<file path="src/rtl/recv_demux_fifo_pkg.sv">
// Shared definitions for the receive-side demultiplexer.
//   TYPE_NONE     : data_type value meaning "no word presented"
//   CH_ARP, CH_IP : default channel indices for the two standard receivers
//   rd_state_e    : CPU handshake FSM encoding (RD_IDLE, RD_ACK)
package recv_demux_fifo_pkg;

  localparam int TYPE_NONE = 0;
  localparam int CH_ARP    = 0;
  localparam int CH_IP     = 1;

  typedef enum logic {
    RD_IDLE = 1'b0,
    RD_ACK  = 1'b1
  } rd_state_e;

endpackage

</file>
<file path="src/rtl/recv_demux_fifo_chan_fifo.sv">
// recv_chan_fifo: single-clock show-ahead FIFO for one receive channel.
// Ports:
//   clk     in   system clock
//   reset_n in   asynchronous active-low reset (clears pointers, count, storage)
//   push    in   write din this cycle (ignored when full)
//   din     in   DATA_W write data
//   pop     in   discard the head word this cycle (ignored when empty)
//   dout    out  DATA_W head word (holds a stale value when empty)
//   empty   out  no words stored
//   full    out  DEPTH words stored
// All status outputs derive from registered state only.
module recv_chan_fifo #(
  parameter int DATA_W = 32,
  parameter int DEPTH  = 4
) (
  input  logic              clk,
  input  logic              reset_n,
  input  logic              push,
  input  logic [DATA_W-1:0] din,
  input  logic              pop,
  output logic [DATA_W-1:0] dout,
  output logic              empty,
  output logic              full
);

  localparam int AW = $clog2(DEPTH);
  localparam int CW = $clog2(DEPTH) + 1;

  logic [DATA_W-1:0] mem_reg [DEPTH];
  logic [AW-1:0]     wr_ptr_reg;
  logic [AW-1:0]     rd_ptr_reg;
  logic [CW-1:0]     count_reg;

  logic do_push;
  logic do_pop;

  assign full    = (count_reg == CW'(DEPTH));
  assign empty   = (count_reg == '0);
  assign do_push = push && !full;
  assign do_pop  = pop && !empty;

  // Storage is cleared on reset so the head reads zero straight out of reset.
  always_ff @(posedge clk or negedge reset_n) begin
    if (!reset_n) begin
      for (int i = 0; i < DEPTH; i++) begin
        mem_reg[i] <= '0;
      end
    end else if (do_push) begin
      mem_reg[wr_ptr_reg] <= din;
    end
  end

  // DEPTH is a power of two, so plain increment wraps the pointers.
  always_ff @(posedge clk or negedge reset_n) begin
    if (!reset_n) begin
      wr_ptr_reg <= '0;
      rd_ptr_reg <= '0;
      count_reg  <= '0;
    end else begin
      if (do_push) begin
        wr_ptr_reg <= wr_ptr_reg + 1'b1;
      end
      if (do_pop) begin
        rd_ptr_reg <= rd_ptr_reg + 1'b1;
      end
      case ({do_push, do_pop})
        2'b10:   count_reg <= count_reg + 1'b1;
        2'b01:   count_reg <= count_reg - 1'b1;
        default: count_reg <= count_reg;
      endcase
    end
  end

  assign dout = mem_reg[rd_ptr_reg];

endmodule

</file>
<file path="src/rtl/recv_demux_fifo.sv">
// recv_demux_fifo: routes CPU words into per-channel FIFOs by type code.
// Ports:
//   clk        in   system clock
//   reset_n    in   asynchronous active-low reset
//   data_in    in   DATA_W CPU write data, stable while data_type != 0
//   data_type  in   TYPE_W 0 = idle, k = 1..NUM_CH -> channel k-1, else invalid
//   data_ack   out  4-phase acknowledge to the CPU
//   out_data   out  NUM_CH*DATA_W, channel c head at [c*DATA_W +: DATA_W]
//   out_valid  out  NUM_CH, channel c head valid
//   out_ready  in   NUM_CH, channel c consumer takes the head this cycle
//   ch_full    out  NUM_CH, channel c FIFO full
//   err_cnt    out  ERR_W saturating count of invalid-type words
// Every output is driven from registers, so no input reaches an output
// combinationally.
module recv_demux_fifo
  import recv_demux_fifo_pkg::*;
#(
  parameter int DATA_W = 32,
  parameter int NUM_CH = 2,
  parameter int TYPE_W = 2,
  parameter int DEPTH  = 4,
  parameter int ERR_W  = 8
) (
  input  logic                     clk,
  input  logic                     reset_n,
  input  logic [DATA_W-1:0]        data_in,
  input  logic [TYPE_W-1:0]        data_type,
  output logic                     data_ack,
  output logic [NUM_CH*DATA_W-1:0] out_data,
  output logic [NUM_CH-1:0]        out_valid,
  input  logic [NUM_CH-1:0]        out_ready,
  output logic [NUM_CH-1:0]        ch_full,
  output logic [ERR_W-1:0]         err_cnt
);

  rd_state_e state_reg;
  rd_state_e state_next;

  logic [NUM_CH-1:0] type_hit;
  logic [NUM_CH-1:0] push_vec;
  logic [NUM_CH-1:0] full_vec;
  logic [NUM_CH-1:0] empty_vec;
  logic              valid_type;
  logic              sel_full;
  logic              type_idle;
  logic              push_en;
  logic              err_inc;
  logic [ERR_W-1:0]  err_cnt_reg;

  assign type_idle  = (data_type == TYPE_W'(TYPE_NONE));
  assign valid_type = |type_hit;
  // Full test uses the registered count, so a same-cycle pop does not
  // open a slot until the following cycle.
  assign sel_full   = |(type_hit & full_vec);

  generate
    for (genvar gi = 0; gi < NUM_CH; gi++) begin : g_ch
      assign type_hit[gi]  = (data_type == TYPE_W'(gi + 1));
      assign push_vec[gi]  = push_en && type_hit[gi];
      assign out_valid[gi] = ~empty_vec[gi];

      recv_chan_fifo #(
        .DATA_W (DATA_W),
        .DEPTH  (DEPTH)
      ) u_fifo (
        .clk     (clk),
        .reset_n (reset_n),
        .push    (push_vec[gi]),
        .din     (data_in),
        .pop     (out_ready[gi]),
        .dout    (out_data[gi*DATA_W +: DATA_W]),
        .empty   (empty_vec[gi]),
        .full    (full_vec[gi])
      );
    end
  endgenerate

  always_ff @(posedge clk or negedge reset_n) begin
    if (!reset_n) begin
      state_reg <= RD_IDLE;
    end else begin
      state_reg <= state_next;
    end
  end

  // The push or error bump only happens on the IDLE->ACK transition, so a
  // long-held type code yields exactly one action per handshake. A full
  // target channel leaves the FSM in IDLE so the CPU can retarget freely.
  always_comb begin
    state_next = state_reg;
    push_en    = 1'b0;
    err_inc    = 1'b0;
    case (state_reg)
      RD_IDLE: begin
        if (!type_idle) begin
          if (valid_type) begin
            if (!sel_full) begin
              push_en    = 1'b1;
              state_next = RD_ACK;
            end
          end else begin
            err_inc    = 1'b1;
            state_next = RD_ACK;
          end
        end
      end
      RD_ACK: begin
        if (type_idle) begin
          state_next = RD_IDLE;
        end
      end
      default: state_next = RD_IDLE;
    endcase
  end

  always_ff @(posedge clk or negedge reset_n) begin
    if (!reset_n) begin
      err_cnt_reg <= '0;
    end else if (err_inc && (err_cnt_reg != '1)) begin
      err_cnt_reg <= err_cnt_reg + 1'b1;
    end
  end

  assign data_ack = (state_reg == RD_ACK);
  assign ch_full  = full_vec;
  assign err_cnt  = err_cnt_reg;

endmodule

</file>
<file path="config.mk">
export PLATFORM = sky130hd
export DESIGN_NAME = recv_demux_fifo
export DESIGN_NICKNAME = d
export VERILOG_FILES = /design/src/rtl/recv_demux_fifo_pkg.sv /design/src/rtl/recv_demux_fifo_chan_fifo.sv /design/src/rtl/recv_demux_fifo.sv
export SDC_FILE = /design/constraint.sdc
export NUM_CORES = 1
export LEC_CHECK = 0
export CAP_MARGIN = 20
export CORE_AREA = 8 8 184 151
export CTS_CLUSTER_SIZE = 8
export DETAILED_ROUTE_END_ITERATION = 8
export DIE_AREA = 0 0 192 159
export PLACE_DENSITY_LB_ADDON = 0.05
export RECOVER_POWER = 100
export SETUP_SLACK_MARGIN = 0.1
export SKIP_CTS_REPAIR_TIMING = 1
export SLEW_MARGIN = 25
export SYNTH_ARGS = -nofsm -noshare
export SYNTH_HDL_FRONTEND = slang
export SYNTH_SLANG_ARGS = --single-unit
</file>
<file path="constraint.sdc">
create_clock -name clk -period 2.38 [get_ports clk]
set_clock_uncertainty 0.2 [all_clocks]
set_input_delay 0.476 -clock clk [delete_from_list [all_inputs] [get_ports clk]]
set_output_delay 0.476 -clock clk [all_outputs]
set_load 0.01 [all_outputs]
</file>
==> Word level (Yosys, flattened, before mapping) <==
Cells that the tools add are included.
{ "totals": {"reg_bits": 279, "input_bits": 38, "out_inout_bits": 77, "word_cells": 93} }
{ "classes": {"n_addsub": 9, "order_cmp": 6, "n_eq_ne": 9, "n_mux": 25, "bitwise_logic": 8, "reduce_logical": 20} }
{ "op_table": {"columns": ["op", "count"], "rows": [
  ["$bwmux 128", 2],
  ["$mux 32", 6],
  ["$bmux 32 s2", 2],
  ["$demux 32 s2", 2],
  ["$ge 3x3->1 const B", 4],
  ["$not 2->3", 4],
  ["$pmux 3 s2", 2],
  ["$mux 1", 10],
  ["$logic_and 1x1->1", 9],
  ["$add 2x1->2 const B", 4],
  ["$add 8x1->8 const B", 1],
  ["$ne 8x8->1 const B", 1],
  ["$add 3x1->3 const B", 2],
  ["$eq 2x1->1 const B", 3],
  ["$eq 2x2->1 const B", 3],
  ["$eq 3x3->1 const B", 2],
  ["$logic_not 3->1", 2],
  ["$lt 3x1->1 const B", 2],
  ["$sub 3x1->3 const B", 2],
  ["$logic_not 1->1", 4],
  ["$reduce_bool 2->1", 2],
  ["$reduce_or 2->1", 2],
  ["$not 1->1", 3],
  ["$and 2x2->2", 1],
  ["2 further kinds", 2]
]} }

==> Depth between registers and ports, before layout <==
{ "depth": {"ltp_word": 11, "ltp_mapped": 10, "depth_no_buf": 10} }

==> Cells and area by module <==
From an unflattened synthesis, not the netlist that was laid out.
{ "unflattened": {"cells_unflattened": 749, "area_unflattened_um2": 12462.0} }
{ "modules_own_cells": {"columns": ["mod", "n_inst", "cells_each", "area_per_inst_um2", "seq_area_each_um2"], "rows": [
  ["recv_chan_fifo", 2, 348, 5963.2, 3378.2],
  ["recv_demux_fifo", 1, 53, 535.5, 225.2]
]} }

==> Worst setup path after synthesis <==
No wires, ideal clock.
{ "synth_path": {"path_type": "input to register", "start": "input port data_type[0]", "end": "register g_ch[0].u_fifo.count_reg[1]", "setup_time_ns": 0.083, "t_arrival_ns": 2.610, "t_required_ns": 2.097, "path_slack_ns": -0.513, "path_stages": 8, "n_path_buf": 0, "path_cell_list": "inv_1 ha_1 or3b_4 or4b_4 ha_1 inv_1 fa_1 o21ai_0"} }
{ "synth_between": {"elab_chain_cells": 11, "elab_cells_between_ends": 16, "cone_classes": "eq/ne (4); mux (5); bitwise (1); reduce/logical (6)"} }
{ "synth_lines": {"columns": ["item", "line", "rtl"], "rows": [
  ["start, declared", "recv_demux_fifo.sv:27", "input logic [TYPE_W-1:0] data_type,"],
  ["$eq 2x1->1 / $eq 2x2->1 (equally long branches)", "recv_demux_fifo.sv:58", "assign type_hit[gi] = (data_type == TYPE_W'(gi + 1));"],
  ["$and 2x2->2", "recv_demux_fifo.sv:54", "assign sel_full = |(type_hit & full_vec);"],
  ["$reduce_or 2->1", "recv_demux_fifo.sv:54", null],
  ["$mux 1", "recv_demux_fifo.sv:97", "if (!sel_full) begin"],
  ["$mux 1", "recv_demux_fifo.sv:96", "if (valid_type) begin"],
  ["$mux 1", "recv_demux_fifo.sv:95", "if (!type_idle) begin"],
  ["$mux 1", "recv_demux_fifo.sv:93", "case (state_reg)"],
  ["$logic_and 1x1->1 *", "recv_demux_fifo.sv:59", "assign push_vec[gi] = push_en && type_hit[gi];"],
  ["$logic_and 1x1->1 *", "recv_demux_fifo_chan_fifo.sv:39", "assign do_push = push && !full;"],
  ["$eq 2x1->1 / $eq 2x2->1 (equally long branches)", "recv_demux_fifo_chan_fifo.sv:66", "case ({do_push, do_pop})"],
  ["$pmux 3 s2 / $reduce_bool 2->1 (equally long branches)", null, null],
  ["end signal, assigned", "recv_demux_fifo_chan_fifo.sv:67", "2'b10: count_reg <= count_reg + 1'b1;"],
  ["end signal, assigned", "recv_demux_fifo_chan_fifo.sv:68", "2'b01: count_reg <= count_reg - 1'b1;"],
  ["end signal, assigned", "recv_demux_fifo_chan_fifo.sv:69", "default: count_reg <= count_reg;"],
  ["end, declared", "recv_demux_fifo_chan_fifo.sv:32", "logic [CW-1:0] count_reg;"]
]} }
Mark *: on every way between the ends. The rest lies on a longest branch, timed or not.
A chain may end at the register's enable or synchronous reset.

==> Worst setup path in the final report <==
{ "layout_path": {"start": "register g_ch[1].u_fifo.rd_ptr_reg[0]", "end": "output port out_data[56]"} }
{ "layout_between": {"elab_chain_cells": 4} }
{ "layout_lines": {"columns": ["item", "line", "rtl"], "rows": [
  ["start, declared", "recv_demux_fifo_chan_fifo.sv:31", "logic [AW-1:0] rd_ptr_reg;"],
  ["start signal, assigned", "recv_demux_fifo_chan_fifo.sv:64", "rd_ptr_reg <= rd_ptr_reg + 1'b1;"],
  ["$not 2->3 (implied by the code)", "recv_demux_fifo_chan_fifo.sv:74", "assign dout = mem_reg[rd_ptr_reg];"],
  ["$bmux 32 s2", "recv_demux_fifo_chan_fifo.sv:74", null],
  ["$mux 32 (implied by the code) (2 in a row)", "recv_demux_fifo_chan_fifo.sv:74", null],
  ["end, declared", "recv_demux_fifo.sv:29", "output logic [NUM_CH*DATA_W-1:0] out_data,"]
]} }
No other way between the ends. The select of a mux whose other input is x is not followed.

==> results_dict.tcl <==
set metrics [dict create \
    run_status "finished with violations" \
    violations "setup timing" \
    crit_path_top_delay_cell "mux4_2" \
    place_inst 1213 \
    start_util 0.5109 \
    cts_max_path_buffers 3 \
    place.gp.congestion 0.7628 \
    yosysWarnings 0 \
    vias 7378 \
    nets 1049 \
    ys_ff_latch 279 \
    htreeDepth 2 \
    yosysMostFrequentCell "dfrtp_1" \
    cp_max_fo 4 \
    synth.distinct_cells 43 \
    grt_pass1_wl_mm 48.17 \
    stdcell_area_sq_mm 0.01673 \
    arrival_ns 2.02 \
    setup_ws_ns -0.3176 \
    end_kind "output port" \
    clk_pin_slew_worst_paths_ns 0.05 \
    avgRoutedWirePerCell_um 23.38 \
    peakVddDrop_mv 0.6578 \
    finalHoldViolCount 0 \
    cp_slowest_stage_delay_ns 0.50 \
    grt_start_max_net_pins 74 \
    critPathTopFamily "buffers and inverters" \
    yosysTopAreaCell "dfrtp_1" \
    ys_seq_area_frac 0.5498 \
    synth_nets 804 \
    die-area_sq_mm 0.03053 \
    first_pass_iters 4 \
    cp.required_ns 1.70 \
    die_h_um 159 \
    grt_pass1_vias 8282 \
    fillCellCount 1697 \
    rsz0062_at_grt "yes" \
    crit_chain "clkbuf_16, buf_8, buf_6, mux4_2, buf_6" \
    place_worst_setup_slack_ns -1.006 \
    crit_type "reg -> out" \
    cts_buffers 40 \
    io_pins 115 \
    fin_hold_ws_ns 0.1507 \
    rows 52 \
    finalCriticalPeriod_ns 2.698 \
    p_total_uw 18750 \
    areaGrowthSynthToFinish_pct 31.77 \
    synth_edf_count 0 \
    dpl.hpwl_mm 20.08 \
    avgViaCountPerCell 5.577 \
    drv_slew 0 \
    critPathBufInv 4 \
    synth_area_sq_mm 0.01270 \
    largest_reg_flops 256 \
    synth_top_flop_cell "dfrtp_1" \
    drcViolationCount 0 \
    worst_setup_path_start_kind "flip-flop" \
    cts_tree "built" \
    cp_common_cell "buf_6" \
    fin_cells 1323 \
    track_usage 0.1996 \
    drive_above_1_share 0.5671 \
    io_buffers 114 \
    design.core.area_sq_mm 0.02485 \
    slew_headroom 0.3255 \
    synthCells 749 \
    synth.avg_cell_area_sq_um 16.95 \
    first_iter_violations 381 \
    leakagePower_uw 0.007989 \
    p_per_area_mw_per_mm2 1121 \
    grt-ovfl-total 0 \
    async_reset_ff_frac 1.000 \
    synth_common_cells "dfrtp_1 (279), mux2_2 (210), mux4_2 (64)" \
    post_dp_cell_area_sq_mm 0.01514 \
    post-route-period-util 1.133 \
    worst_pin_slew_ns 1.012 \
    clock_latency_ns 0.50 \
    setup_violations 79 \
    max_cap_viol_count 0 \
    drtAntennaViolNets 0 \
    hold_path_class "in -> reg" \
    die_w_um 192 \
    clock.fmax_mhz 370.7 \
    antenna_found_initial 0 \
    synth.area.top_cells "dfrtp_1 (55%), mux2_2 (19%), mux4_2 (11%)" \
    clockRootBuffer "clkbuf_16" \
    synth_top_cell_area_share 0.5498 \
    cts.sinks 279 \
    routed_wl_mm 30.93 \
]
-- metrics by stage --
step / TNS (ns) / util
3_5_place_dp: -172.75 / 0.6093
4_1_cts: -66.64 / 0.6527
3_3_place_gp: -163.06 / 0.6093
5_1_grt: -28.69 / 0.6731
2_1_floorplan: -0.9546 / -
6_report: -14.44 / 0.6732
-- final cells by class --
cell class                 instances  area, sq um  share of cell area
multi-input combinational        412         5633              0.3366
clock buffer                      45         1062             0.06349
antenna                            1        2.502           0.0001496
timing repair buffer             246         2551              0.1525
inverter                          15        73.82            0.004412
clock inverter                     1        16.27           0.0009721
sequential                       279         6988              0.4176
tap                              324        405.4             0.02423
-- tightest hold or removal path: cells and delay by family --
| kind | cells | cell delay, ns |
|---|---|---|
| buffers and inverters | 2 | 0.18 |
| adders and majority gates | 1 | 0.12 |
| AOI/OAI and AO/OA | 1 | 0.04 |
-- final timing paths --
path | startpoint | endpoint | slack (ns) | cells past startpoint
min in group asynchronous | reset_n | g_ch[0].u_fifo.mem_reg[7] | 0.51 | 2
min | data_type[1] | data_ack | 0.15 | 4
min reg2reg | g_ch[1].u_fifo.mem_reg[20] | g_ch[1].u_fifo.mem_reg[20] | 0.30 | 1
max in group asynchronous | reset_n | g_ch[0].u_fifo.count_reg[0] | 0.24 | 3
max | g_ch[1].u_fifo.rd_ptr_reg[0] | out_data[56] | -0.32 | 5
max reg2reg | data_ack | g_ch[0].u_fifo.count_reg[2] | -0.12 | 8
-- logic make-up (layout without fill, tap and decap cells) --
logic type / after synthesis / count (layout) / share of synthesized area
buffers and inverters: 58 / 307 / 0.02907
muxes: 325 / 325 / 0.3570
AOI/OAI and AO/OA: 13 / 13 / 0.006996
DFF: 279 / 279 / 0.5498
other: 0 / 1 / 0
xor gates and xnor gates: 16 / 16 / 0.01104
and+or+nand+nor: 41 / 41 / 0.02818
adders and majority gates: 17 / 17 / 0.01793
-- layout by cell type, fill, tap and decap left out, types with 4 or more instances in the layout --
master,n
dfrtp_1,274
mux2_2,129
mux2_4,122
buf_6,68
mux4_2,64
clkbuf_16,46
clkbuf_2,42
clkdlybuf4s50_1,35
buf_4,29
buf_12,25
ha_1,14
clkbuf_1,14
buf_8,14
inv_1,12
nand2_1,9
mux2_1,9
dlygate4sd3_1,9
xnor2_1,8
xor2_1,8
nand4_1,5
dfrtp_2,5
clkbuf_4,5
nor4_4,4
-- power breakdown --
part | switching (uW) | internal [uW] | leakage (uW)
clock network | 1890 | 3100 | 0.000528
logic | 2620 | 4400 | 0.00372
registers | 779 | 5960 | 0.00374
-- layer usage --
metal  up-vias  track usage  share of wire
met5         -            0              0
met2       156       0.3197           0.49
met3        36      0.04028          0.047
li1       3254            -              -
met4         0      0.03918          0.015
met1      3932       0.2805           0.45
No activity file was read; power rests on OpenSTA's default activity.
